`src/rtl/ddr_cmd_arbiter.sv`:
```
// ----------------------------------------------------------------------------
// ddr_cmd_arbiter
//   Shares one DDR controller command interface between NUM_REQ requesters.
//   Every requester owns two pending slots: slot 2i holds its write and slot
//   2i+1 holds its read. A one-cycle start pulse loads a slot. Pending slots
//   are granted round-robin, and only one DDR command is outstanding at a time.
//   The controller's done, and any read data, is routed back to the requester
//   that issued the command. A watchdog forces completion if the controller
//   never answers.
//
// Ports
//   clk, rst_n                  clock, asynchronous active-low reset
//   req_wr_start/addr/data      per-requester write pulse plus payload (packed)
//   req_rd_start/addr           per-requester read pulse plus address (packed)
//   req_wr_done/req_rd_done     one-cycle completion pulse per requester
//   req_rd_data                 read data of the most recent read completion
//   ddr_wr_*/ddr_rd_*           controller command/response interface
//   busy                        a command is being issued or awaited
//   overflow_err, timeout_err   sticky error flags, cleared by err_clr
// ----------------------------------------------------------------------------
module ddr_cmd_arbiter #(
   parameter int NUM_REQ = 2,
   parameter int ADDR_W  = 32,
   parameter int DATA_W  = 256,
   parameter int TIMEOUT = 1023
) (
   input  logic                      clk,
   input  logic                      rst_n,
   input  logic [NUM_REQ-1:0]        req_wr_start,
   input  logic [NUM_REQ*ADDR_W-1:0] req_wr_addr,
   input  logic [NUM_REQ*DATA_W-1:0] req_wr_data,
   input  logic [NUM_REQ-1:0]        req_rd_start,
   input  logic [NUM_REQ*ADDR_W-1:0] req_rd_addr,
   output logic [NUM_REQ-1:0]        req_wr_done,
   output logic [NUM_REQ-1:0]        req_rd_done,
   output logic [DATA_W-1:0]         req_rd_data,
   output logic                      ddr_wr_start,
   output logic [ADDR_W-1:0]         ddr_wr_addr,
   output logic [DATA_W-1:0]         ddr_wr_data,
   input  logic                      ddr_wr_done,
   output logic                      ddr_rd_start,
   output logic [ADDR_W-1:0]         ddr_rd_addr,
   input  logic                      ddr_rd_done,
   input  logic [DATA_W-1:0]         ddr_rd_data,
   output logic                      busy,
   output logic                      overflow_err,
   output logic                      timeout_err,
   input  logic                      err_clr
);

   localparam int NUM_SLOT = 2 * NUM_REQ;
   localparam int SLOT_W   = $clog2(NUM_SLOT);
   localparam int CNT_W    = $clog2(TIMEOUT + 1);
   localparam logic [SLOT_W:0]  NUM_SLOT_L = NUM_SLOT[SLOT_W:0];
   localparam logic [CNT_W-1:0] WD_LAST    = CNT_W'(TIMEOUT - 1);

   typedef enum logic [1:0] {ST_IDLE, ST_ISSUE, ST_WAIT} state_t;

   state_t              state, state_nxt;
   logic [NUM_SLOT-1:0] pend;
   logic [ADDR_W-1:0]   slot_addr [NUM_SLOT];
   logic [DATA_W-1:0]   slot_data [NUM_REQ];
   logic [SLOT_W-1:0]   rr_ptr, gnt_slot;
   logic [CNT_W-1:0]    wd_cnt;

   logic [NUM_SLOT-1:0] start_vec, pend_rot, gnt_mask;
   logic [ADDR_W-1:0]   start_addr [NUM_SLOT];
   logic [SLOT_W-1:0]   pick_off, pick_slot;
   logic [SLOT_W:0]     pick_sum;
   logic                pick_vld;
   logic [ADDR_W-1:0]   pick_addr;
   logic [DATA_W-1:0]   pick_data;
   logic [NUM_REQ-1:0]  wr_sel, rd_sel;
   logic                grant, done_hit, wd_fire, finish, overflow_hit;

   // Flatten the requester ports into slot order.
   always_comb begin
      start_vec = '0;
      for (int i = 0; i < NUM_REQ; i++) begin
         start_vec[2*i]    = req_wr_start[i];
         start_vec[2*i+1]  = req_rd_start[i];
         start_addr[2*i]   = req_wr_addr[i*ADDR_W +: ADDR_W];
         start_addr[2*i+1] = req_rd_addr[i*ADDR_W +: ADDR_W];
      end
   end

   // Round-robin pick: rotate pending so that rr_ptr lands at bit 0, take the
   // lowest set bit, then rotate the offset back into a slot number.
   // NOTE: every combinational output gets a default first, so no path can
   // leave it unassigned and infer a latch.
   always_comb begin
      pick_vld  = 1'b0;
      pick_off  = '0;
      pick_addr = '0;
      pick_data = '0;
      pend_rot  = NUM_SLOT'({pend, pend} >> rr_ptr);
      for (int k = NUM_SLOT - 1; k >= 0; k--) begin
         if (pend_rot[k]) begin
            pick_vld = 1'b1;
            pick_off = SLOT_W'(k);
         end
      end
      pick_sum = {1'b0, rr_ptr} + {1'b0, pick_off};
      if (pick_sum >= NUM_SLOT_L) pick_sum = pick_sum - NUM_SLOT_L;
      pick_slot = pick_sum[SLOT_W-1:0];
      for (int s = 0; s < NUM_SLOT; s++)
         if (pick_slot == SLOT_W'(s)) pick_addr = slot_addr[s];
      for (int i = 0; i < NUM_REQ; i++)
         if (pick_slot == SLOT_W'(2*i)) pick_data = slot_data[i];
   end

   // One-hot decodes of the slot being granted and of the slot in flight.
   always_comb begin
      gnt_mask = '0;
      wr_sel   = '0;
      rd_sel   = '0;
      for (int s = 0; s < NUM_SLOT; s++)
         gnt_mask[s] = grant && (pick_slot == SLOT_W'(s));
      for (int i = 0; i < NUM_REQ; i++) begin
         wr_sel[i] = (gnt_slot == SLOT_W'(2*i));
         rd_sel[i] = (gnt_slot == SLOT_W'(2*i+1));
      end
   end

   // A pulse into the slot that is granted on this same edge simply re-arms
   // it; that is a new request, not an overflow.
   assign overflow_hit = |(start_vec & pend & ~gnt_mask);

   always_ff @(posedge clk or negedge rst_n) begin
      if (!rst_n) state <= ST_IDLE;
      else        state <= state_nxt;
   end

   always_comb begin
      state_nxt = state;
      grant     = 1'b0;
      done_hit  = 1'b0;
      wd_fire   = 1'b0;
      case (state)
         ST_IDLE: begin
            if (pick_vld) begin
               grant     = 1'b1;
               state_nxt = ST_ISSUE;
            end
         end
         ST_ISSUE: state_nxt = ST_WAIT;
         ST_WAIT: begin
            // Only the done of the granted command type counts.
            done_hit = gnt_slot[0] ? ddr_rd_done : ddr_wr_done;
            wd_fire  = !done_hit && (wd_cnt == WD_LAST);
            if (done_hit || wd_fire) state_nxt = ST_IDLE;
         end
         default: state_nxt = ST_IDLE;
      endcase
   end

   assign finish = done_hit | wd_fire;
   assign busy   = (state != ST_IDLE);

   // NOTE: sequential state uses non-blocking assignments only, so every
   // register samples the pre-edge values no matter how the statements are
   // ordered.
   always_ff @(posedge clk or negedge rst_n) begin
      if (!rst_n) begin
         // NOTE: the slot storage is cleared explicitly as well, so that a
         // freshly reset part never shows a stale address on ddr_*_addr.
         pend <= '0;
         for (int s = 0; s < NUM_SLOT; s++) slot_addr[s] <= '0;
         for (int i = 0; i < NUM_REQ; i++)  slot_data[i] <= '0;
         rr_ptr       <= '0;
         gnt_slot     <= '0;
         wd_cnt       <= '0;
         ddr_wr_start <= 1'b0;
         ddr_rd_start <= 1'b0;
         ddr_wr_addr  <= '0;
         ddr_wr_data  <= '0;
         ddr_rd_addr  <= '0;
         req_wr_done  <= '0;
         req_rd_done  <= '0;
         req_rd_data  <= '0;
         overflow_err <= 1'b0;
         timeout_err  <= 1'b0;
      end else begin
         ddr_wr_start <= 1'b0;
         ddr_rd_start <= 1'b0;
         req_wr_done  <= '0;
         req_rd_done  <= '0;

         pend <= (pend & ~gnt_mask) | start_vec;
         for (int s = 0; s < NUM_SLOT; s++)
            if (start_vec[s]) slot_addr[s] <= start_addr[s];
         for (int i = 0; i < NUM_REQ; i++)
            if (req_wr_start[i]) slot_data[i] <= req_wr_data[i*DATA_W +: DATA_W];

         // The start pulse is registered on the grant edge, so it is high for
         // exactly the ISSUE cycle.
         if (grant) begin
            gnt_slot <= pick_slot;
            if (pick_slot[0]) begin
               ddr_rd_start <= 1'b1;
               ddr_rd_addr  <= pick_addr;
            end else begin
               ddr_wr_start <= 1'b1;
               ddr_wr_addr  <= pick_addr;
               ddr_wr_data  <= pick_data;
            end
         end

         if (state == ST_ISSUE)     wd_cnt <= '0;
         else if (state == ST_WAIT) wd_cnt <= wd_cnt + 1'b1;

         if (finish) begin
            req_wr_done <= wr_sel;
            req_rd_done <= rd_sel;
            if (gnt_slot[0]) req_rd_data <= done_hit ? ddr_rd_data : '0;
            rr_ptr <= (gnt_slot == SLOT_W'(NUM_SLOT - 1)) ? '0 : gnt_slot + 1'b1;
         end

         if (err_clr) begin
            overflow_err <= 1'b0;
            timeout_err  <= 1'b0;
         end else begin
            if (overflow_hit) overflow_err <= 1'b1;
            if (wd_fire)      timeout_err  <= 1'b1;
         end
      end
   end

endmodule

```
`config.mk`:
```
export PLATFORM = sky130hd
export DESIGN_NAME = ddr_cmd_arbiter
export DESIGN_NICKNAME = d
export VERILOG_FILES = /design/src/rtl/ddr_cmd_arbiter.sv
export SDC_FILE = /design/constraint.sdc
export NUM_CORES = 2
export LEC_CHECK = 0
export ABC_AREA = 1
export ABC_CLOCK_PERIOD_IN_PS = 3700
export CAP_MARGIN = 20
export CORE_AREA = 2 2 586 588
export CTS_CLUSTER_DIAMETER = 40
export DETAILED_ROUTE_END_ITERATION = 7
export DIE_AREA = 0 0 588 590
export GPL_TIMING_DRIVEN = 0
export PLACE_DENSITY = 0.41
export RECOVER_POWER = 50
export SKIP_LAST_GASP = 1
export SLEW_MARGIN = 20
export SYNTH_ARGS = -nofsm -noshare
export SYNTH_HDL_FRONTEND = slang
export SYNTH_SLANG_ARGS = --single-unit
```
`constraint.sdc`:
```
create_clock -name clk -period 3.7 [get_ports clk]
set_clock_uncertainty 0.15 [all_clocks]
set_input_delay 0.74 -clock clk [delete_from_list [all_inputs] [get_ports clk]]
set_output_delay 0.74 -clock clk [all_outputs]
set_load 0.01 [all_outputs]
```
==> out/qor.yml <==
run_status:
  status: "complete, but fails checks"
  violations: "capacitance limit, slew limit"
yosys:
  synth.avg_cell_area_um2: 9.00
  syn_nets: 6769
  ys_ff_latch: 1244
  ys.warnings.count: 0
  postSynthCellCount: 5854
  yosysSeqAreaShare_pct: 59.1
  synth.distinct_cells: 28
  synth_area_um2: 52700
power:
  ir_drop_mv: 0.492
  p_int_uw: 47300
  p_leak_uw: 0.0388
  swShare_pct: 40.6
  power_density_nw_per_um2: 942
  switching_power_uw: 32300
  pwr-share-comb_pct: 41.4
  p_clk_share_pct: 34.4
  seqPwrFrac_pct: 24.2
floorplanning:
  rows: 215
  die_width_um: 588
  ios: 1490
  die_h_um: 590
  fp.dieArea_um2: 347000
  start_util_pct: 15.4
  fp.coreArea_um2: 341000
critical_path:
  required_ns: 4.35
  start_kind: "register"
  worstRegToRegCells: 16
  cp_max_fo: 10
  path_cells: "inv_2 > nand3_1 > nand2_1 > nand3_1 > a21boi_0 > ha_1 > xor2_1 > nand3b_4 > nand2_4 > nor2_8 > inv_2 > buf_12 > buf_6 > o22ai_4 > nand2_1 > nand2_1"
  critPathKind: "reg -> reg"
  worstPathBufferInverterCount: 4
  critical_path_depth: 16
  end_kind: "register"
  rr_endpoint: "ddr_wr_data[71]$_DFFE_PN0P_"
  critical_path.top_delay_family: "simple AND/OR/NAND/NOR gates"
  critPathMostFrequentCell: "nand2_1"
  rrSetupSlack_ns: 0.25
  crit_path_end: "ddr_wr_data[71]$_DFFE_PN0P_"
  slowest_delay_ns: 0.45
  slowest_stage: "dfrtp_1"
  critical_path_arrival_ns: 4.11
  startpoint: "rr_ptr[1]$_DFFE_PN0P_"
  r2r-start: "rr_ptr[1]$_DFFE_PN0P_"
timing:
  finalSetupViolCount: 0
  hold_violations: 0
  report.final.slew_viol_count: 11
  rsz0062_at_grt: "true"
  fin_crit_sh_pct: 93.4
  final.min_clock_period_ns: 3.45
  fin_tns_setup_ns: 0
  relSlewSlack_pct: -3.69
  tightest_slew_ns: 1.56
  max_freq_ghz: 0.289
layout:
  nNetsFinal: 8567
  seq_area_um2: 31100
  fillCellCount: 37000
  multiInputGateArea_um2: 16800
  areaGrowthSynthToFinish_pct: 60.4
  finalNonFillerCells: 12500
  drive_gt1_share_pct: 11.4
detailed_routing:
  viasPerCell: 3.99
  ant_nets: 0
  dr.pass1.iters: 5
  wl_per_cell_um: 25.8
  drtIter0Drc: 2952
  wl_mm: 323
  vias: 49900
  route.detailed.drc: 0
global_route:
  track_usage_pct: 18.0
  grt_max_degree: 134
  grt_pass1_vias: 51900
  grt_pass1_wl_mm: 436
  antenna_found_initial: 191
  overflow: 0
place:
  gp_congestion: 0.917
  dpl.hpwl_mm: 262
  numPlacedInstances: 11900
  port_buffers: 1485
clock_network:
  clock_sinks: 1244
  htreeDepth: 5
  cts_buffer_depth: 4
  numCtsBuffers: 292
  cts_tree: "done"
  root_buffer: "clkbuf_16"
  clkLatencyLatePin_ns: 0.88
  clk_pin_slew_ns: 0.05
min_path:
  hp-class: "in -> reg"
job:
  cap_violations: 1
tightest hold or removal path: cells and delay by family:
kind,cells,cell delay [ns]
AND/OR/NAND/NOR,2,0.16
buffers and inverters,1,0.21
synthesized netlist by cell type, drive strengths merged:
cell type,n,area (µm²)
a21boi,2,15.0
a21oi,10,61.3
and3,1,6.26
buf,120,795
clkbuf,254,953
clkinv,1,3.75
dfrtp,1244,31100
ha,10,125
inv,818,3070
nand2,1908,7180
nand3,106,531
nand3b,1,20.0
nand4,42,263
nor2,14,68.8
nor3,2,10.0
o21ai,1062,5320
o22ai,258,3120
xor2,1,8.76
per-stage QoR:
| step | area [µm²] | total power [µW] | hold WS (ns) | util [%] | worst slack, ns |
|---|---|---|---|---|---|
| 5_1_grt | 84400 | 83700 | 0.0784 | 24.7 | -0.0482 |
| 2_1_floorplan | 52700 | 34900 | 0.287 | - | 1.10 |
| 4_1_cts | 84300 | 81000 | 0.00754 | 24.7 | -0.0217 |
| 3_5_place_dp | 73700 | 52700 | 0.308 | 21.6 | -1.36 |
| 6_report | 84500 | 79600 | 0.109 | 24.8 | 0.245 |
| 3_3_place_gp | 73200 | 52600 | 0.305 | 21.5 | -59.71 |
sequential cells by signal (all words and copies together) (netlist names), 2 cells and up:
signal       flops
ddr_rd_addr     32
ddr_wr_addr     32
ddr_wr_data    256
gnt_slot         2
pend             4
req_rd_data    256
req_rd_done      2
req_wr_done      2
rr_ptr           2
slot_addr      128
slot_data      512
state            2
wd_cnt          10
timing repair:
| action | in CTS | in global routing |
|---|---|---|
| buffers inserted | 0 | 0 |
| endpoints found under the setup margin | 365 | 508 |
| hold buffers | 1 | 0 |
| hold endpoints to repair | 113 | 0 |
| pin swaps | 0 | 1 |
| gates resized for setup | 36 | 38 |
| gates cloned | 0 | 2 |
power by group through the flow:
stage	Sequential (µW)	Clock [µW]	Combinational, µW
4_1_cts	19300	27900	33800
3_3_place_gp	19600	0	33000
6_report	19200	27400	33000
3_5_place_dp	19400	0	33300
5_1_grt	19600	28700	35500
2_1_floorplan	20000	0	14900
routing by layer:
layer  track usage (%)  wire [µm]  up-vias
met1              21.1     128000    24900
met3              6.15      28000      580
met2              30.0     155000     2032
met4              6.85      11400      112
met5                 0        712        -
li1                  -          -    22300
kinds of logic after synthesis:
logic type | after synthesis | share of synthesized area, %
fa+ha+maj | 10 | 0.238
simple gates | 2074 | 15.3
compound gates | 1332 | 16.1
buf+inv | 1193 | 9.16
flops | 1244 | 59.1
xor+xnor | 1 | 0.0166
layout make-up:
| type | count | area share [%] |
|---|---|---|
| clock buffers | 378 | 9.64 |
| well taps | 4557 | 6.75 |
| repair buffers | 1504 | 18.2 |
| plain buffers | 374 | 2.18 |
| diodes | 72 | 0.213 |
| flip-flops and latches | 1244 | 36.8 |
| clock inverters | 152 | 2.67 |
| multi-input cells | 3417 | 19.9 |
| inverters | 819 | 3.66 |
how the worst min path moves through the flow:
stage,startpoint,endpoint,depth (start not counted)
4_1_cts,req_rd_start[0],slot_addr[95]$_DFFE_PN0P_,3
5_1_grt,req_rd_start[0],slot_addr[95]$_DFFE_PN0P_,3
2_1_floorplan,rst_n,ddr_rd_addr[0]$_DFFE_PN0P_,0
3_3_place_gp,slot_addr[72]$_DFFE_PN0P_,slot_addr[72]$_DFFE_PN0P_,2
3_5_place_dp,slot_addr[94]$_DFFE_PN0P_,slot_addr[94]$_DFFE_PN0P_,2
6_report,req_rd_start[0],slot_addr[95]$_DFFE_PN0P_,3
layout by cell type (no fill, tap or decap), types with 3 or more instances in the layout:
| master | n |
|---|---|
| buf_6 | 33 |
| clkbuf_4 | 4 |
| dfrtp_1 | 1243 |
| inv_6 | 4 |
| clkbuf_8 | 41 |
| nor2_1 | 13 |
| nand4_1 | 42 |
| o22ai_4 | 7 |
| clkinv_2 | 48 |
| diode_2 | 72 |
| clkbuf_2 | 28 |
| clkinv_16 | 13 |
| buf_1 | 14 |
| clkinv_8 | 3 |
| inv_2 | 5 |
| clkinvlp_4 | 34 |
| clkinv_4 | 11 |
| ha_1 | 10 |
| clkbuf_1 | 267 |
| bufinv_16 | 38 |
| a21oi_1 | 9 |
| o22ai_2 | 233 |
| clkdlybuf4s50_1 | 1397 |
| o21ai_0 | 1062 |
| o22ai_1 | 18 |
| inv_1 | 810 |
| clkbuf_16 | 298 |
| nand2_1 | 1901 |
| buf_16 | 16 |
| nand3_1 | 105 |
| nand2_2 | 4 |
| buf_2 | 59 |
| inv_16 | 3 |
| dlygate4sd3_1 | 88 |
| buf_4 | 8 |
Note: power is estimated with default switching activity, not from simulation.
